**src/rtl/dram_arb_pkg.sv**
```systemverilog
// Shared types and constants for the per-slot DRAM arbiter.
package dram_arb_pkg;

  localparam int unsigned ADDR_W = 21;

  localparam logic [1:0] BSEL_LO = 2'b01;
  localparam logic [1:0] BSEL_HI = 2'b10;
  localparam logic [1:0] BSEL_W  = 2'b11;

  typedef enum logic [1:0] {
    OWN_NONE,
    OWN_VID,
    OWN_CPU,
    OWN_DMA
  } owner_t;

endpackage

```
**src/rtl/dram_arb_if.sv**
```systemverilog
// Request/return and DRAM-controller signals shared by the arbiter and its clients.
interface dram_arb_if;
  import dram_arb_pkg::*;

  logic              c0, c1, c2, c3;

  logic              cpu_req;
  logic              cpu_rnw;
  logic [ADDR_W-1:0] cpu_addr;
  logic              cpu_wrbsel;
  logic [7:0]        cpu_wrdata;
  logic              cpu_next;
  logic              cpu_strobe;
  logic              cpu_latch;
  logic [15:0]       cpu_rddata;

  logic              vid_req;
  logic [ADDR_W-1:0] vid_addr;
  logic              vid_next;
  logic              vid_strobe;
  logic [15:0]       vid_rddata;

  logic              dma_req;
  logic              dma_rnw;
  logic [ADDR_W-1:0] dma_addr;
  logic [15:0]       dma_wrdata;
  logic              dma_next;
  logic              dma_strobe;
  logic [15:0]       dma_rddata;

  logic              dram_req;
  logic              dram_rnw;
  logic [ADDR_W-1:0] dram_addr;
  logic [1:0]        dram_bsel;
  logic [15:0]       dram_wrdata;
  logic [15:0]       dram_rddata;

  // Clients and the DRAM controller side.
  modport master (
    output c0, c1, c2, c3,
    output cpu_req, cpu_rnw, cpu_addr, cpu_wrbsel, cpu_wrdata,
    input  cpu_next, cpu_strobe, cpu_latch, cpu_rddata,
    output vid_req, vid_addr,
    input  vid_next, vid_strobe, vid_rddata,
    output dma_req, dma_rnw, dma_addr, dma_wrdata,
    input  dma_next, dma_strobe, dma_rddata,
    input  dram_req, dram_rnw, dram_addr, dram_bsel, dram_wrdata,
    output dram_rddata
  );

  // The arbiter.
  modport slave (
    input  c0, c1, c2, c3,
    input  cpu_req, cpu_rnw, cpu_addr, cpu_wrbsel, cpu_wrdata,
    output cpu_next, cpu_strobe, cpu_latch, cpu_rddata,
    input  vid_req, vid_addr,
    output vid_next, vid_strobe, vid_rddata,
    input  dma_req, dma_rnw, dma_addr, dma_wrdata,
    output dma_next, dma_strobe, dma_rddata,
    output dram_req, dram_rnw, dram_addr, dram_bsel, dram_wrdata,
    input  dram_rddata
  );

endinterface

```
**src/rtl/dma_starve_cnt.sv**
```systemverilog
// Counts consecutive slots lost by a requesting DMA; saturates at MaxWait and raises force_o.
module dma_starve_cnt #(
  parameter int unsigned MaxWait = 8
) (
  input  logic       clk,
  input  logic       rst,
  input  logic       sample_i,
  input  logic       dma_req_i,
  input  logic       dma_win_i,
  output logic       force_o,
  output logic [3:0] cnt_o
);

  localparam logic [3:0] MaxCnt = 4'(MaxWait);

  logic [3:0] cnt_q, cnt_d;

  always_comb begin
    cnt_d = cnt_q;
    if (sample_i) begin
      if (dma_req_i && !dma_win_i) begin
        cnt_d = (cnt_q == MaxCnt) ? cnt_q : cnt_q + 4'd1;
      end else begin
        cnt_d = 4'd0;
      end
    end
  end

  always_ff @(posedge clk) begin
    if (rst) begin
      cnt_q <= 4'd0;
    end else begin
      cnt_q <= cnt_d;
    end
  end

  assign force_o = dma_req_i && (cnt_q == MaxCnt);
  assign cnt_o   = cnt_q;

endmodule

```
**src/rtl/dram_arb.sv**
```systemverilog
// Grants each 4-clock DRAM slot to video, CPU or DMA (video > CPU > DMA, with a DMA
// starvation guard) and returns read data/strobes to the winner of the previous slot.
module dram_arb
  import dram_arb_pkg::*;
#(
  parameter int unsigned DMA_MAXWAIT = 8
) (
  input logic       clk,
  input logic       rst,
  dram_arb_if.slave bus
);

  owner_t            owner_q, owner_d, win;
  logic              rnw_q, rnw_d;
  logic [ADDR_W-1:0] addr_q, addr_d;
  logic [1:0]        bsel_q, bsel_d;
  logic [15:0]       wrdata_q, wrdata_d;

  logic [15:0] cpu_rd_q, cpu_rd_d, vid_rd_q, vid_rd_d, dma_rd_q, dma_rd_d;
  logic        cpu_stb_q, cpu_stb_d, vid_stb_q, vid_stb_d, dma_stb_q, dma_stb_d;
  logic        latch_q, latch_d;

  logic        dma_force;
  logic [3:0]  wait_cnt;
  logic        cpu_cap, vid_cap, dma_done, cpu_wr_grant;

  // Only c3 is a sampling point; the other phase strobes are informational here.
  logic unused_phase;
  assign unused_phase = bus.c0 ^ bus.c1 ^ bus.c2;

  dma_starve_cnt #(
    .MaxWait(DMA_MAXWAIT)
  ) u_starve (
    .clk      (clk),
    .rst      (rst),
    .sample_i (bus.c3),
    .dma_req_i(bus.dma_req),
    .dma_win_i(win == OWN_DMA),
    .force_o  (dma_force),
    .cnt_o    (wait_cnt)
  );

  assign bus.vid_next = bus.vid_req;
  assign bus.cpu_next = !bus.vid_req && !dma_force;
  assign bus.dma_next = bus.dma_req && !bus.vid_req && (dma_force || !bus.cpu_req);

  always_comb begin
    win = OWN_NONE;
    if (bus.vid_req) begin
      win = OWN_VID;
    end else if (bus.cpu_req && bus.cpu_next) begin
      win = OWN_CPU;
    end else if (bus.dma_next) begin
      win = OWN_DMA;
    end
  end

  // Slot ownership and request fields, latched at c3 for the following slot.
  always_comb begin
    owner_d  = owner_q;
    rnw_d    = rnw_q;
    addr_d   = addr_q;
    bsel_d   = bsel_q;
    wrdata_d = wrdata_q;
    if (bus.c3) begin
      owner_d = win;
      case (win)
        OWN_VID: begin
          rnw_d    = 1'b1;
          addr_d   = bus.vid_addr;
          bsel_d   = BSEL_W;
          wrdata_d = '0;
        end
        OWN_CPU: begin
          rnw_d    = bus.cpu_rnw;
          addr_d   = bus.cpu_addr;
          bsel_d   = bus.cpu_rnw ? BSEL_W : (bus.cpu_wrbsel ? BSEL_HI : BSEL_LO);
          wrdata_d = {bus.cpu_wrdata, bus.cpu_wrdata};
        end
        OWN_DMA: begin
          rnw_d    = bus.dma_rnw;
          addr_d   = bus.dma_addr;
          bsel_d   = BSEL_W;
          wrdata_d = bus.dma_wrdata;
        end
        default: begin
          rnw_d    = 1'b1;
          addr_d   = '0;
          bsel_d   = BSEL_W;
          wrdata_d = '0;
        end
      endcase
    end
  end

  // Return path for the slot that is finishing at this c3.
  always_comb begin
    cpu_cap      = bus.c3 && (owner_q == OWN_CPU) && rnw_q;
    vid_cap      = bus.c3 && (owner_q == OWN_VID);
    dma_done     = bus.c3 && (owner_q == OWN_DMA);
    cpu_wr_grant = (win == OWN_CPU) && !bus.cpu_rnw;

    cpu_stb_d = cpu_cap;
    vid_stb_d = vid_cap;
    dma_stb_d = dma_done;
    cpu_rd_d  = cpu_cap ? bus.dram_rddata : cpu_rd_q;
    vid_rd_d  = vid_cap ? bus.dram_rddata : vid_rd_q;
    dma_rd_d  = (dma_done && rnw_q) ? bus.dram_rddata : dma_rd_q;

    // A write granted in the same slot makes the just-read word potentially stale.
    latch_d = latch_q;
    if (bus.c3) begin
      latch_d = cpu_cap && !cpu_wr_grant;
    end
  end

  always_ff @(posedge clk) begin
    if (rst) begin
      owner_q   <= OWN_NONE;
      rnw_q     <= 1'b1;
      addr_q    <= '0;
      bsel_q    <= BSEL_W;
      wrdata_q  <= '0;
      cpu_rd_q  <= '0;
      vid_rd_q  <= '0;
      dma_rd_q  <= '0;
      cpu_stb_q <= 1'b0;
      vid_stb_q <= 1'b0;
      dma_stb_q <= 1'b0;
      latch_q   <= 1'b0;
    end else begin
      owner_q   <= owner_d;
      rnw_q     <= rnw_d;
      addr_q    <= addr_d;
      bsel_q    <= bsel_d;
      wrdata_q  <= wrdata_d;
      cpu_rd_q  <= cpu_rd_d;
      vid_rd_q  <= vid_rd_d;
      dma_rd_q  <= dma_rd_d;
      cpu_stb_q <= cpu_stb_d;
      vid_stb_q <= vid_stb_d;
      dma_stb_q <= dma_stb_d;
      latch_q   <= latch_d;
    end
  end

  assign bus.dram_req    = (owner_q != OWN_NONE);
  assign bus.dram_rnw    = rnw_q;
  assign bus.dram_addr   = addr_q;
  assign bus.dram_bsel   = bsel_q;
  assign bus.dram_wrdata = wrdata_q;

  assign bus.cpu_strobe = cpu_stb_q;
  assign bus.cpu_latch  = latch_q;
  assign bus.cpu_rddata = cpu_rd_q;
  assign bus.vid_strobe = vid_stb_q;
  assign bus.vid_rddata = vid_rd_q;
  assign bus.dma_strobe = dma_stb_q;
  assign bus.dma_rddata = dma_rd_q;

endmodule

```
**src/flat_wrapper.sv**
```systemverilog
// flat-port wrapper written by rule: the top's interface ports become plain ports
module dram_arb_flat import dram_arb_pkg::*;
#(
  parameter int unsigned DMA_MAXWAIT = 8
)
  (clk, rst, bus_c0, bus_c1, bus_c2, bus_c3, bus_cpu_req, bus_cpu_rnw, bus_cpu_addr, bus_cpu_wrbsel, bus_cpu_wrdata, bus_cpu_next, bus_cpu_strobe, bus_cpu_latch, bus_cpu_rddata, bus_vid_req, bus_vid_addr, bus_vid_next, bus_vid_strobe, bus_vid_rddata, bus_dma_req, bus_dma_rnw, bus_dma_addr, bus_dma_wrdata, bus_dma_next, bus_dma_strobe, bus_dma_rddata, bus_dram_req, bus_dram_rnw, bus_dram_addr, bus_dram_bsel, bus_dram_wrdata, bus_dram_rddata);
  dram_arb_if bus_i ();
  input logic clk;
  input logic rst;
  input wire logic [$bits(bus_i.c0)-1:0] bus_c0;
  input wire logic [$bits(bus_i.c1)-1:0] bus_c1;
  input wire logic [$bits(bus_i.c2)-1:0] bus_c2;
  input wire logic [$bits(bus_i.c3)-1:0] bus_c3;
  input wire logic [$bits(bus_i.cpu_req)-1:0] bus_cpu_req;
  input wire logic [$bits(bus_i.cpu_rnw)-1:0] bus_cpu_rnw;
  input wire logic [$bits(bus_i.cpu_addr)-1:0] bus_cpu_addr;
  input wire logic [$bits(bus_i.cpu_wrbsel)-1:0] bus_cpu_wrbsel;
  input wire logic [$bits(bus_i.cpu_wrdata)-1:0] bus_cpu_wrdata;
  output wire logic [$bits(bus_i.cpu_next)-1:0] bus_cpu_next;
  output wire logic [$bits(bus_i.cpu_strobe)-1:0] bus_cpu_strobe;
  output wire logic [$bits(bus_i.cpu_latch)-1:0] bus_cpu_latch;
  output wire logic [$bits(bus_i.cpu_rddata)-1:0] bus_cpu_rddata;
  input wire logic [$bits(bus_i.vid_req)-1:0] bus_vid_req;
  input wire logic [$bits(bus_i.vid_addr)-1:0] bus_vid_addr;
  output wire logic [$bits(bus_i.vid_next)-1:0] bus_vid_next;
  output wire logic [$bits(bus_i.vid_strobe)-1:0] bus_vid_strobe;
  output wire logic [$bits(bus_i.vid_rddata)-1:0] bus_vid_rddata;
  input wire logic [$bits(bus_i.dma_req)-1:0] bus_dma_req;
  input wire logic [$bits(bus_i.dma_rnw)-1:0] bus_dma_rnw;
  input wire logic [$bits(bus_i.dma_addr)-1:0] bus_dma_addr;
  input wire logic [$bits(bus_i.dma_wrdata)-1:0] bus_dma_wrdata;
  output wire logic [$bits(bus_i.dma_next)-1:0] bus_dma_next;
  output wire logic [$bits(bus_i.dma_strobe)-1:0] bus_dma_strobe;
  output wire logic [$bits(bus_i.dma_rddata)-1:0] bus_dma_rddata;
  output wire logic [$bits(bus_i.dram_req)-1:0] bus_dram_req;
  output wire logic [$bits(bus_i.dram_rnw)-1:0] bus_dram_rnw;
  output wire logic [$bits(bus_i.dram_addr)-1:0] bus_dram_addr;
  output wire logic [$bits(bus_i.dram_bsel)-1:0] bus_dram_bsel;
  output wire logic [$bits(bus_i.dram_wrdata)-1:0] bus_dram_wrdata;
  input wire logic [$bits(bus_i.dram_rddata)-1:0] bus_dram_rddata;
  assign bus_i.c0 = bus_c0;
  assign bus_i.c1 = bus_c1;
  assign bus_i.c2 = bus_c2;
  assign bus_i.c3 = bus_c3;
  assign bus_i.cpu_req = bus_cpu_req;
  assign bus_i.cpu_rnw = bus_cpu_rnw;
  assign bus_i.cpu_addr = bus_cpu_addr;
  assign bus_i.cpu_wrbsel = bus_cpu_wrbsel;
  assign bus_i.cpu_wrdata = bus_cpu_wrdata;
  assign bus_cpu_next = bus_i.cpu_next;
  assign bus_cpu_strobe = bus_i.cpu_strobe;
  assign bus_cpu_latch = bus_i.cpu_latch;
  assign bus_cpu_rddata = bus_i.cpu_rddata;
  assign bus_i.vid_req = bus_vid_req;
  assign bus_i.vid_addr = bus_vid_addr;
  assign bus_vid_next = bus_i.vid_next;
  assign bus_vid_strobe = bus_i.vid_strobe;
  assign bus_vid_rddata = bus_i.vid_rddata;
  assign bus_i.dma_req = bus_dma_req;
  assign bus_i.dma_rnw = bus_dma_rnw;
  assign bus_i.dma_addr = bus_dma_addr;
  assign bus_i.dma_wrdata = bus_dma_wrdata;
  assign bus_dma_next = bus_i.dma_next;
  assign bus_dma_strobe = bus_i.dma_strobe;
  assign bus_dma_rddata = bus_i.dma_rddata;
  assign bus_dram_req = bus_i.dram_req;
  assign bus_dram_rnw = bus_i.dram_rnw;
  assign bus_dram_addr = bus_i.dram_addr;
  assign bus_dram_bsel = bus_i.dram_bsel;
  assign bus_dram_wrdata = bus_i.dram_wrdata;
  assign bus_i.dram_rddata = bus_dram_rddata;
  dram_arb #(.DMA_MAXWAIT(DMA_MAXWAIT)) u_core (.clk(clk), .rst(rst), .bus(bus_i));
endmodule
```
**config.mk**
```make
export PLATFORM = sky130hd
export DESIGN_NAME = dram_arb_flat
export DESIGN_NICKNAME = d
export VERILOG_FILES = /design/src/rtl/dram_arb_pkg.sv /design/src/rtl/dram_arb_if.sv /design/src/rtl/dma_starve_cnt.sv /design/src/rtl/dram_arb.sv /design/src/flat_wrapper.sv
export SDC_FILE = /design/constraint.sdc
export NUM_CORES = 1
export LEC_CHECK = 0
export ABC_AREA = 1
export CORE_ASPECT_RATIO = 1.25
export CORE_MARGIN = 1.5
export CORE_UTILIZATION = 37
export CTS_CLUSTER_DIAMETER = 200
export DETAILED_ROUTE_END_ITERATION = 10
export MAX_ROUTING_LAYER = met4
export PLACE_DENSITY = 0.77
export SLEW_MARGIN = 20
export SYNTH_ARGS = -nofsm -noshare
export SYNTH_HDL_FRONTEND = slang
export SYNTH_HIERARCHICAL = 1
export SYNTH_SLANG_ARGS = --single-unit
```
**constraint.sdc**
```tcl
create_clock -name clk -period 1.8 [get_ports clk]
set_clock_uncertainty 0.1 [all_clocks]
set_input_delay 0.27 -clock clk [delete_from_list [all_inputs] [get_ports clk]]
set_output_delay 0.27 -clock clk [all_outputs]
set_load 0.005 [all_outputs]
```
==> run summary, run 1 <==
The flow ran to the end, but the final reports show violations. The checks that failed: negative setup slack. The worst hold path depth is 2. The average vias per placed instance came out at 4.950. The number of nets in the synthesized netlist is 735. The worst path in the final design needs a cycle of 1.804 ns, including I/O delays and setup. The total via count in the routed design is approximately 4800. For this run, the top clock speed supported by timing is approximately 550 MHz. The die footprint came out at 12220 µm². The count of final hold-check violations came out at 0. The cell depth of the worst flop-to-flop path came out at 14. The number of input and output port buffers inserted is approximately 210. The number of storage elements in the synthesis netlist came out at 98. Measured against its own limit, the worst slew margin works out to between 70% and 80%. Counting flops with a built-in enable in the synthesized netlist gives 0.

Synthesis produced a netlist whose cell count is 618. The internal power is a little over 4000 µW. The clock net in this run drives a total of between 90 and 100 sinks.

The count of inserted antenna diode cells came out at 0. The worst path uses 100.2% of the clock period. The final worst hold slack came out at approximately 0.15 ns. The depth of the CTS H-tree is 3. The number of setup violations in the final report is 1. Power spread over the standard cell area amounts to roughly 760 nW/µm². The worst-case vdd ir drop came out at around 0.56 mV.

The data required time at the worst endpoint is 1.43 ns. Clock tree synthesis inserted a total of 9 buffers. The switching fraction of total power is 23.96%. Setup repair after global routing could not meet its margin everywhere. The die outline width came out at around 99 µm. The top cell type by area accounts for 45.87% of the synthesized area.

The synthesized netlist contains 25 unique library cells. The post-synthesis to final-layout area growth came out at 63.08%. The maximum buffer depth of the clock tree came out at 2. STA classifies the critical path endpoint as an output pin. TritonCTS built the clock tree. The switching power summed over all nets came out at about 1300 µW.

In this run the static leakage power is approximately 0.0029 µW. After global routing the overflow that remains totals 0. The floorplan die height is 123.2 µm. The worst reg2reg path endpoint is u_core/u_starve/cnt_o[2]$_SDFFE_PP0P_. For the pin with the worst max-slew slack, the measured transition is between 0.4 and 0.5 ns. The class of the tightest hold or removal check is in -> reg. A synthesized cell averages about 6.9 µm². The finished layout holds a little under 1000 standard cells, fillers aside. The worst setup path is of the reg -> out kind. The first routing iteration left ~260 violations. The share of synthesized registers carrying an async set or reset came out at 0%. The number of warnings reported in the yosys synthesis log is 6.

The number of antenna violations at the first check in global routing came to 0. The first global-routing pass estimated around 22000 µm of wire. Across the run, the number of max-cap violations was 0. The global placement routability congestion is approximately 0.92.

The number of placed instances with taps included came out at 946. The register-to-register setup slack is roughly 0.06 ns. The final worst slack came out at -0.003821 ns.

The largest net degree at the start of global routing is 52. The critical register-to-register path startpoint is u_core/u_starve/cnt_o[0]$_SDFFE_PP0P_. The number of I/O pins is about 210. The final-stage net count is ~940. The placeable core area came out at 11190 µm². The share of power burned in registers came out at 43.8%. The CTS clock-pin slew for the worst setup and hold paths came out at roughly 0.070 ns. The part of the total power dissipated in the clock network came out at 38.4%.

The pre-antenna-repair detailed-routing pass consisted of 4 iterations. The critical path launch point is u_core/u_starve/cnt_o[1]$_SDFFE_PP0P_. For this run, the leading register cell type out of synthesis is dfxtp_1.

Setup total negative slack on the finished layout was measured at -0.003821 ns. The tree is rooted in a clkbuf_16. The most critical setup path has its endpoint at bus_dma_next. Yosys attributes the largest share of cell area to dfxtp_1 (46%), nor2_1 (12%), nand2_1 (11%). The total routing resource utilization after global routing came out at a little under a quarter. For the worst setup path, the data arrival time is ~1.4 ns. The post-DP HPWL came out at roughly 11000 µm. The final wirelength came out at approximately 14000 µm. The fraction of the yosys area taken by sequential cells is 45.87%. The initial utilization of the core area, before any placement, comes to about two fifths. The placement row count is between 40 and 50.

The residual DRC count came out at 0. The share of power burned in combinational logic came out at roughly 18%. The final-report max-slew violation count came out at 0.

STA classifies the critical path startpoint as a register. The largest fanout on the critical path came out at 2. The remaining number of nets flagged by the antenna check after routing is 0. The clock latency at the later pin of the worst-skew pair is 0.34 ns. dfxtp_1 takes more of the synthesized area than any other cell. The routed wire length per instance is ~14 µm. The number of global-route vias before repair came to 4762.

The synthesized area came out at 4277 µm². Buffers inserted to repair hold after CTS numbered 0. The overall power of the completed layout came out at 5312 µW. The fraction of final layout cells sized beyond drive strength 1 is about a tenth.
how the worst min path moves through the flow:
stage	start	endpoint	slack, ns
floorplan	rst	u_core/u_starve/cnt_o[2]$_SDFFE_PP0P_	0.23
global placement	u_core/bus.dram_addr[2]$_SDFFE_PP0P_	u_core/bus.dram_addr[2]$_SDFFE_PP0P_	0.35
detailed placement	u_core/bus.dram_addr[18]$_SDFFE_PP0P_	u_core/bus.dram_addr[18]$_SDFFE_PP0P_	0.36
CTS	rst	u_core/u_starve/cnt_o[2]$_SDFFE_PP0P_	0.16
global route	rst	u_core/u_starve/cnt_o[2]$_SDFFE_PP0P_	0.16
finish	rst	u_core/u_starve/cnt_o[2]$_SDFFE_PP0P_	0.15
registers in the layout, indices dropped and copies added, names as in the netlist:
signal / cells
u_core/bus.cpu_latch: 1
u_core/bus.cpu_rddata: 16
u_core/bus.cpu_strobe: 1
u_core/bus.dma_rddata: 16
u_core/bus.dma_strobe: 1
u_core/bus.dram_addr: 21
u_core/bus.dram_bsel: 2
u_core/bus.dram_rnw: 1
u_core/bus.dram_wrdata: 16
u_core/bus.vid_rddata: 16
u_core/bus.vid_strobe: 1
u_core/owner_q: 2
u_core/u_starve/cnt_o: 4
metrics by stage:
stage / worst slack (ns) / instance area, µm² / utilization (%)
after global routing: -0.08888 / 6974 / 62.32
after detailed placement: -0.4557 / 6521 / 58.27
after global placement: -0.4100 / 6521 / 58.27
final: -0.003821 / 6974 / 62.32
after floorplan: 0.04245 / 4279 / -
after CTS: -0.02688 / 6915 / 61.80
layout make-up:
type	count	area, µm²
repair buffers	235	2333
well taps	135	168.9
multi-input cells	446	2042
fillers	971	4217
inverters	36	138.9
flip-flops and latches	98	1966
clock inverters	3	45.04
clock buffers	13	280.3
worst max-delay path, cell delays in order, from the launching register on:
cell and delay (ns):
dfxtp_2 0.32, inv_2 0.08, ha_4 0.16, nand3_4 0.08, nor2_4 0.10, inv_2 0.04
nand2_2 0.08, nand2_2 0.07, inv_2 0.06, buf_6 0.09
cell usage after synthesis, types with 3 or more instances:
master / count
nor2_1: 140
nand2_1: 124
dfxtp_1: 98
nand3_1: 83
o21ai_1: 48
inv_1: 28
a21oi_1: 25
clkbuf_1: 18
buf_2: 14
inv_2: 7
nor2_2: 4
nor2_4: 4
o21ai_0: 4
buf_4: 3
buf_6: 3
nand2_2: 3
power by group through the flow:
stage / clock network, µW / registers [µW] / logic, µW
final: 2040 / 2330 / 948
after global routing: 2180 / 2340 / 1040
after CTS: 2090 / 2330 / 933
after detailed placement: 0 / 2370 / 912
after global placement: 0 / 2370 / 892
after floorplan: 0 / 2380 / 346
layout by cell type, fill, tap and decap left out, types with 3 or more instances in the layout:
cell type and count:
a21oi_1 24, buf_12 4, buf_4 23, clkbuf_16 9, clkbuf_8 4, clkdlybuf4s50_1 201
dfxtp_1 95, dfxtp_2 3, inv_1 25, inv_2 9, nand2_1 122, nand2_2 5
nand3_1 82, nor2_1 139, nor2_2 3, nor2_4 6, o21ai_0 4, o21ai_1 47
cells by family (layout without fill, tap and decap cells):
logic type                 count (synthesis)  count (layout)  synth area share (%)
buffers and inverters                     74             287                 7.724
adders and majority gates                  2               2                0.5850
DFF                                       98              98                 45.87
AOI/OAI and AO/OA                         80              80                 9.626
and+or+nand+nor                          364             364                 36.19
layer usage:
layer,up-vias,GRT usage (%),share of wire [%]
met2,193,40.39,50
met1,2161,26.77,40
met4,0,11.44,3.8
met3,44,4.014,5.8
met5,-,-,0
li1,2384,-,-
timing repair:
action,CTS,global route
setup endpoints to repair,38,48
gates resized for setup,22,13
pin swaps,5,6
setup buffers,3,1
Note: power is estimated with default switching activity, not from simulation.
==> run 2: changes to the inputs <==
--- a/config.mk
+++ b/config.mk
@@ -8,7 +8,8 @@
 export ABC_AREA = 1
 export CORE_ASPECT_RATIO = 1.25
 export CORE_MARGIN = 1.5
-export CORE_UTILIZATION = 37
+export CORE_UTILIZATION = 36
+export CTS_BUF_LIST = sky130_fd_sc_hd__clkbuf_16
 export CTS_CLUSTER_DIAMETER = 200
 export DETAILED_ROUTE_END_ITERATION = 10
 export MAX_ROUTING_LAYER = met4
@@ -16,5 +17,4 @@
 export SLEW_MARGIN = 20
 export SYNTH_ARGS = -nofsm -noshare
 export SYNTH_HDL_FRONTEND = slang
-export SYNTH_HIERARCHICAL = 1
 export SYNTH_SLANG_ARGS = --single-unit
==> run summary, run 2 <==
The residual DRC count was 0 (unchanged). The maximum buffer depth of the clock tree is 2 (unchanged). The final worst slack came out at 0.06037 ns (was -0.003821 ns). The area of all placed cells without fillers came out at 6686 µm² (was 6974 µm²).

The total grt overflow came out at 0 (unchanged). The remaining number of nets flagged by the antenna check after routing came to 0 (unchanged). The transition time at the pin with the least slew margin was 0.5456 ns (was 0.4467 ns). The number of instances in the synthesized netlist is 561 (was 618). The most repeated cell in the gate-level netlist after synthesis is nand2_1 (was nor2_1). The fraction of post-synthesis cell area in the top cell type by area was 47.75% (was 45.87%). The number of storage elements in the synthesis netlist was 98 (unchanged). The endpoint class of the critical path is an output pin (unchanged). The number of search-and-repair iterations in the first detailed-routing pass is 5 (was 4). The largest fanout on the critical path is 2 (unchanged). The starting density of the core is 37.07% (was 38.22%).

The fraction of final layout cells sized beyond drive strength 1 came out at 8.996% (was 10.23%). The post-route fraction of the period consumed by the critical path is 96.65% (was 100.2%). The post-DP HPWL came to 10000 µm (was 10510 µm).

The top flip-flop cell by instance count after synthesis is dfxtp_1 (unchanged). The share of synthesized registers carrying an async set or reset is 0% (unchanged). The type of the worst setup path is reg -> out (unchanged). The number of input and output port buffers inserted came out at 207 (unchanged). The nature of the critical path startpoint was a register (unchanged). The flip-flop count of the largest register, all copies and words added was 21 (unchanged). The number of warnings reported in the yosys synthesis log is 0 (was 6). The data required time at the worst endpoint is 1.43 ns (about the same). The violation count after the first detailed-routing iteration was 215 (was 257). Unrepaired setup endpoints after global routing: no (was yes). The total CTS buffers is 9 (unchanged). The total routing resource utilization after global routing came out at 21.89% (was 23.53%).

The critical path launch point is u_core.u_starve.cnt_o[1]$_SDFFE_PP0P_ (was u_core/u_starve/cnt_o[1]$_SDFFE_PP0P_). The global placement routability congestion is 0.8979 (was 0.9182). The most common library cell in the layout ignoring fill and taps is clkdlybuf4s50_1 (unchanged).

Commonest cells after routing, fill and taps aside: clkdlybuf4s50_1 (202), nand2_1 (104), nor2_1 (101) (was clkdlybuf4s50_1 (201), nor2_1 (139), nand2_1 (122)). The final standard cell count with taps included and fillers excluded is 902 (was 966). The die outline width came out at 98.56 µm (was 99.16 µm). The number of nets in the synthesized netlist was 678 (was 735). The total cell area at the placement stage is 6336 µm² (was 6521 µm²). The first-pass GRT wire length was 20620 µm (was 22270 µm). The highest clock rate came out at 574.8 MHz (was 554.4 MHz). The critical register-to-register path startpoint was u_core.u_starve.cnt_o[1]$_SDFFE_PP0P_ (was u_core/u_starve/cnt_o[0]$_SDFFE_PP0P_). The number of setup violations in the final report is 0 (was 1). The depth of the CTS H-tree came out at 3 (unchanged).

The count of final hold-check violations is 0 (unchanged). The placeable core area is 11080 µm² (was 11190 µm²). The number of global-route vias before repair is 4529 (was 4762). The count of inserted antenna diode cells is 0 (unchanged). The post-synthesis to final-layout area growth came out at 62.73% (was 63.08%). Main area contributors after synthesis: dfxtp_1 (48%), nand2_1 (9.6%), nor2_1 (9.2%) (was dfxtp_1 (46%), nor2_1 (12%), nand2_1 (11%)). The clock latency at the later pin of the worst-skew pair came out at 0.34 ns (about the same). The critical path data arrival time is 1.37 ns (was 1.43 ns). The total of hold buffers inserted after clock tree synthesis came out at 0 (unchanged). Most common library cells after synthesis: nand2_1 (105), nor2_1 (101), dfxtp_1 (98), o21ai_0 (70), nand3_1 (49) (was nor2_1 (140), nand2_1 (124), dfxtp_1 (98), nand3_1 (83), o21ai_1 (48)). The number of flops mapped to enable cells by yosys is 0 (unchanged). The largest net degree at the start of global routing came out at 60 (was 52).

The total number of clock tree sinks came out at 98 (unchanged). The startpoint of the worst hold path is bus_c3 (was rst). The worst-case vdd ir drop came out at 0.3958 mV (was 0.5553 mV). The placement row count is 43 (unchanged). The minimum clock period came out at 1.740 ns (was 1.804 ns). The clock root buffer was clkbuf_16 (unchanged).

The final wirelength came to 13150 µm (was 13910 µm). The number of antenna violations at the first check in global routing came to 0 (unchanged). The overall power of the completed layout came out at 5180 µW (was 5312 µW). The synthesized area came out at 4109 µm² (was 4277 µm²). The headroom to the max-slew limit is 63.63% (was 70.18%). The floorplan die height is 122.4 µm (was 123.2 µm). Run status: finished clean (was finished with violations).

The cell taking the most area after synthesis is dfxtp_1 (unchanged). The clock tree from TritonCTS is built (unchanged). The ratio of total power to cell area came out at 774.8 nW/µm² (was 761.7 nW/µm²). The average vias per placed instance is 5.130 (was 4.950). The total via count in the routed design came out at 4627 (was 4782). The mean area per synthesized cell was 7.324 µm² (was 6.920 µm²). The number of placed instances with taps included is 884 (was 946).

The final worst hold slack came out at 0.1204 ns (was 0.1498 ns). The routed wire length per instance is 14.58 µm (was 14.40 µm). The final-stage net count came out at 879 (was 943). The final-report max-slew violation count is 0 (unchanged). The post-placement worst setup slack came out at -0.2002 ns (was -0.4557 ns). The leakage power was 0.002583 µW (was 0.002900 µW). The die footprint came out at 12070 µm² (was 12220 µm²). The CTS clock-pin slew for the worst setup and hold paths came out at 0.08 ns (was 0.07 ns).

The fraction of the yosys area taken by sequential cells is 47.75% (was 45.87%). The number of violations of the max-capacitance limit came to 0 (unchanged). The number of I/O pins came out at 211 (unchanged). The class of the tightest hold or removal check is in -> reg (unchanged). The unique cell type count in the Yosys netlist is 28 (was 25).
==> run 2: cell count changes in the layout (fill, tap and decap cells not counted), moves of 4 or more <==
cell / change
o21ai_0: +66
o21ai_1: -47
nor2_1: -38
nand3_1: -34
inv_1: -20
nand4_1: +20
nand2_1: -18
a31oi_1: +17
nor2_4: -5
clkbuf_8: -4
==> run 2: what timing repair did <==
item	in CTS	in global routing
buffers inserted	2	0
cloned	0	0
endpoints found under the setup margin	3	3
resized for setup	7	8
pin swaps	0	4
==> run 2: kinds of logic (layout without fill, tap and decap cells) <==
family | Yosys count | after routing | share of synthesized area, %
and+or+nand+nor | 290 | 290 | 30.57
AOI/OAI and AO/OA | 114 | 114 | 14.46
DFF | 98 | 98 | 47.75
buffers and inverters | 57 | 263 | 6.608
adders and majority gates | 2 | 2 | 0.6089
==> run 2: per-stage QoR <==
step	util (%)	setup TNS, ns
after floorplan	-	0
final	60.33	0
after global routing	60.33	0
after global placement	57.17	-0.3689
after detailed placement	57.17	-1.004
after CTS	60.10	-0.05704
==> run 2: final cells by class <==
class,count,area [µm²]
clock inverter,7,83.83
inverter,17,67.56
sequential,98,1964
timing repair buffer,230,2272
tap,135,168.9
multi-input combinational,406,1904
clock buffer,9,225.2
fill,979,4397
==> run 2: worst max-delay path: stages, from the launching register on <==
cell and delay, ns:
dfxtp_2 0.34, inv_2 0.08, ha_4 0.16, nand4_4 0.07, nand2_1 0.08, inv_1 0.04
dlygate4sd2_1 0.25
==> run 2: path summary, 6_finish.rpt <==
kind	slack [ns]	end	cells after the start
worst max register to register	0.17	u_core.u_starve.cnt_o[0]$_SDFFE_PP0P_	10
worst min register to register	0.37	u_core.bus.dram_addr[8]$_SDFFE_PP0P_	2
worst max-delay path	0.06	bus_cpu_next	6
worst min-delay path	0.12	u_core.bus.dma_strobe$_SDFF_PP0_	3
==> run 2: metal layers <==
metal / track usage [%] / up-vias / wire length [µm]
li1: - / 2281 / -
met3: 4.328 / 28 / 1010
met5: - / - / 0
met4: 10.39 / 0 / 346
met1: 23.14 / 2113 / 5042
met2: 39.17 / 205 / 6753
==> run 2: where the power goes <==
part	switching [µW]	internal, µW	total, µW	leakage [µW]
Clock	879	1110	1980	0.000149
Sequential	55.6	2270	2320	0.000801
Combinational	364	510	874	0.00163
==> run 3: changes to the inputs <==
--- a/config.mk
+++ b/config.mk
@@ -7,7 +7,6 @@
 export LEC_CHECK = 0
 export ABC_AREA = 1
 export CORE_ASPECT_RATIO = 1.25
-export CORE_MARGIN = 1.5
 export CORE_UTILIZATION = 36
 export CTS_BUF_LIST = sky130_fd_sc_hd__clkbuf_16
 export CTS_CLUSTER_DIAMETER = 200
==> run summary, run 3 (synthesis results as in run 2) <==
Run status: finished clean (unchanged). Commonest cells after routing, fill and taps aside: clkdlybuf4s50_1 (202), nand2_1 (104), nor2_1 (101) (unchanged). The total routing resource utilization after global routing is 22.35% (was 21.89%). The final wirelength came out at 13100 µm (was 13150 µm). The flip-flop count of the largest register, all copies and words added is 21 (unchanged). The fill cell total of the finished layout is 1000 (was 979). The final-stage net count came out at 876 (was 879).

The ratio of total power to cell area came out at 743.4 nW/µm² (was 774.8 nW/µm²). The placeable core area came out at 11080 µm² (unchanged). The violation count after the first detailed-routing iteration is 248 (was 215).

The largest net degree at the start of global routing came out at 63 (was 60). The data required time at the worst endpoint is 1.43 ns (about the same). The most common library cell in the layout ignoring fill and taps is clkdlybuf4s50_1 (unchanged).

The minimum clock period came to 1.724 ns (was 1.740 ns). Unrepaired setup endpoints after global routing: no (unchanged). The number of search-and-repair iterations in the first detailed-routing pass came out at 5 (unchanged). The area occupied by multi-input gates came to 1899 µm² (was 1904 µm²). The critical path data arrival time was 1.35 ns (was 1.37 ns). The headroom to the max-slew limit was 64.73% (was 63.63%). The total number of clock tree sinks came to 98 (unchanged). The fraction of final layout cells sized beyond drive strength 1 came out at 7.984% (was 8.996%). The type of the worst setup path was reg -> out (unchanged). The placement row count came to 43 (unchanged). The critical path launch point is u_core.u_starve.cnt_o[0]$_SDFFE_PP0P_ (was u_core.u_starve.cnt_o[1]$_SDFFE_PP0P_).

The final standard cell count with taps included and fillers excluded is 899 (was 902). The first-pass GRT wire length came out at 20790 µm (was 20620 µm). The number of setup violations in the final report is 0 (unchanged). The worst-case vdd ir drop came out at 0.4445 mV (was 0.3958 mV). The starting density of the core came to 37.07% (unchanged).

The clock tree from TritonCTS is built (unchanged). The die outline width is 97.56 µm (was 98.56 µm). The count of inserted antenna diode cells is 0 (unchanged).

The routed wire length per instance came out at 14.57 µm (was 14.58 µm). The final-report max-slew violation count is 0 (unchanged). The detailed-routing wirelength on met1 came to 5060 µm (was 5042 µm). The total via count in the routed design is 4635 (was 4627).

The depth of the CTS H-tree came to 3 (unchanged). The post-route fraction of the period consumed by the critical path is 95.80% (was 96.65%). The global placement routability congestion is 0.9129 (was 0.8979). The number of placed instances with taps included is 880 (was 884). The total of hold buffers inserted after clock tree synthesis came to 0 (unchanged). The final design utilization is 59.63% (was 60.33%). The largest fanout on the critical path is 3 (was 2). The number of I/O pins is 211 (unchanged). The total negative slack for setup checks came out at 0 ns (unchanged). The floorplan die height is 121.4 µm (was 122.4 µm). The post-DP HPWL came out at 9768 µm (was 10000 µm). The startpoint of the worst hold path is bus_c3 (unchanged). The amount of wire on met2 after detailed routing is 6545 µm (was 6753 µm). The number of violations of the max-capacitance limit came out at 0 (unchanged).

The total cell area at the placement stage came out at 6294 µm² (was 6336 µm²). The endpoint class of the critical path was an output pin (unchanged). The class of the tightest hold or removal check is in -> reg (unchanged). The total grt overflow is 0 (unchanged). The residual DRC count came out at 0 (unchanged).

The met3 layer wire length in the routed design is 1055 µm (was 1010 µm). The count of final hold-check violations is 0 (unchanged). The clock latency at the later pin of the worst-skew pair is 0.34 ns (about the same). The die footprint was 11850 µm² (was 12070 µm²). The number of antenna violations at the first check in global routing came out at 0 (unchanged).

The post-synthesis to final-layout area growth was 60.84% (was 62.73%). The sequential cell area came out at 1964 µm² (unchanged). The leakage power came to 0.002537 µW (was 0.002583 µW). The number of global-route vias before repair came out at 4389 (was 4529). The highest clock rate came to 579.9 MHz (was 574.8 MHz).

The clock root buffer is clkbuf_16 (unchanged). The total CTS buffers came out at 9 (unchanged). The nature of the critical path startpoint is a register (unchanged). The number of input and output port buffers inserted is 207 (unchanged). The area of all placed cells without fillers is 6609 µm² (was 6686 µm²). The CTS clock-pin slew for the worst setup and hold paths came out at 0.07 ns (was 0.08 ns).

The maximum buffer depth of the clock tree came to 2 (unchanged). The critical register-to-register path startpoint is u_core.u_starve.cnt_o[0]$_SDFFE_PP0P_ (was u_core.u_starve.cnt_o[1]$_SDFFE_PP0P_). The average vias per placed instance came to 5.156 (was 5.130). The remaining number of nets flagged by the antenna check after routing is 0 (unchanged). The topmost layer with routed signal wires was met4 (unchanged). The transition time at the pin with the least slew margin is 0.5291 ns (was 0.5456 ns).
run 3: cell types whose count changed in the layout (fill, tap and decap cells not counted), moves of 2 or more:
| cell | change |
|---|---|
| clkinv_1 | +3 |
| buf_4 | -4 |
| inv_6 | -3 |
| buf_6 | +2 |
| clkinvlp_4 | +2 |
run 3: through the flow:
stage	hold WS (ns)	setup WS (ns)	power, µW
floorplan	0.3049	0.3291	2676
global placement	0.3511	-0.1888	3206
detailed placement	0.3543	-0.1915	3220
CTS	0.1663	-0.05511	4925
global route	0.1892	0.001878	5112
finish	0.1856	0.07556	4913
run 3: worst max-delay path, stage by stage, from the launching register on:
cell,delay (ns)
dfxtp_2,0.33
inv_2,0.09
ha_4,0.15
nand4_4,0.11
nand2_2,0.10
inv_1,0.05
clkdlybuf4s15_1,0.19
run 3: layer usage:
layer,GRT usage (%),vias up
met1,24.26,2108
li1,-,2269
met2,39.42,219
met3,4.608,39
met5,-,-
met4,9.926,0
run 3: path summary, 6_finish.rpt:
check	end	slack, ns	cells after the start
max	bus_cpu_next	0.08	6
max reg2reg	u_core.bus.dram_bsel[0]$_SDFFE_PP1P_	0.08	8
min	u_core.bus.dma_strobe$_SDFF_PP0_	0.19	3
min reg2reg	u_core.bus.dram_addr[12]$_SDFFE_PP0P_	0.36	2
run 3: cell type report:
type / count / share of cell area, %
Clock buffer: 9 / 3.408
Clock inverter: 7 / 0.5680
Inverter: 17 / 1.022
Multi-Input combinational cell: 406 / 28.74
Sequential cell: 98 / 29.72
Tap cell: 135 / 2.556
Timing Repair Buffer: 227 / 33.98
run 3: power breakdown:
part | internal (µW) | switching (µW)
clock network | 918 | 804
logic | 505 | 363
registers | 2270 | 54.7
total | 3690 | 1220
run 3: repair_timing:
| action | CTS | global route |
|---|---|---|
| pin swaps | 0 | 3 |
| gates resized for setup | 8 | 9 |
| buffers inserted | 2 | 1 |
| setup endpoints to repair | 7 | 16 |
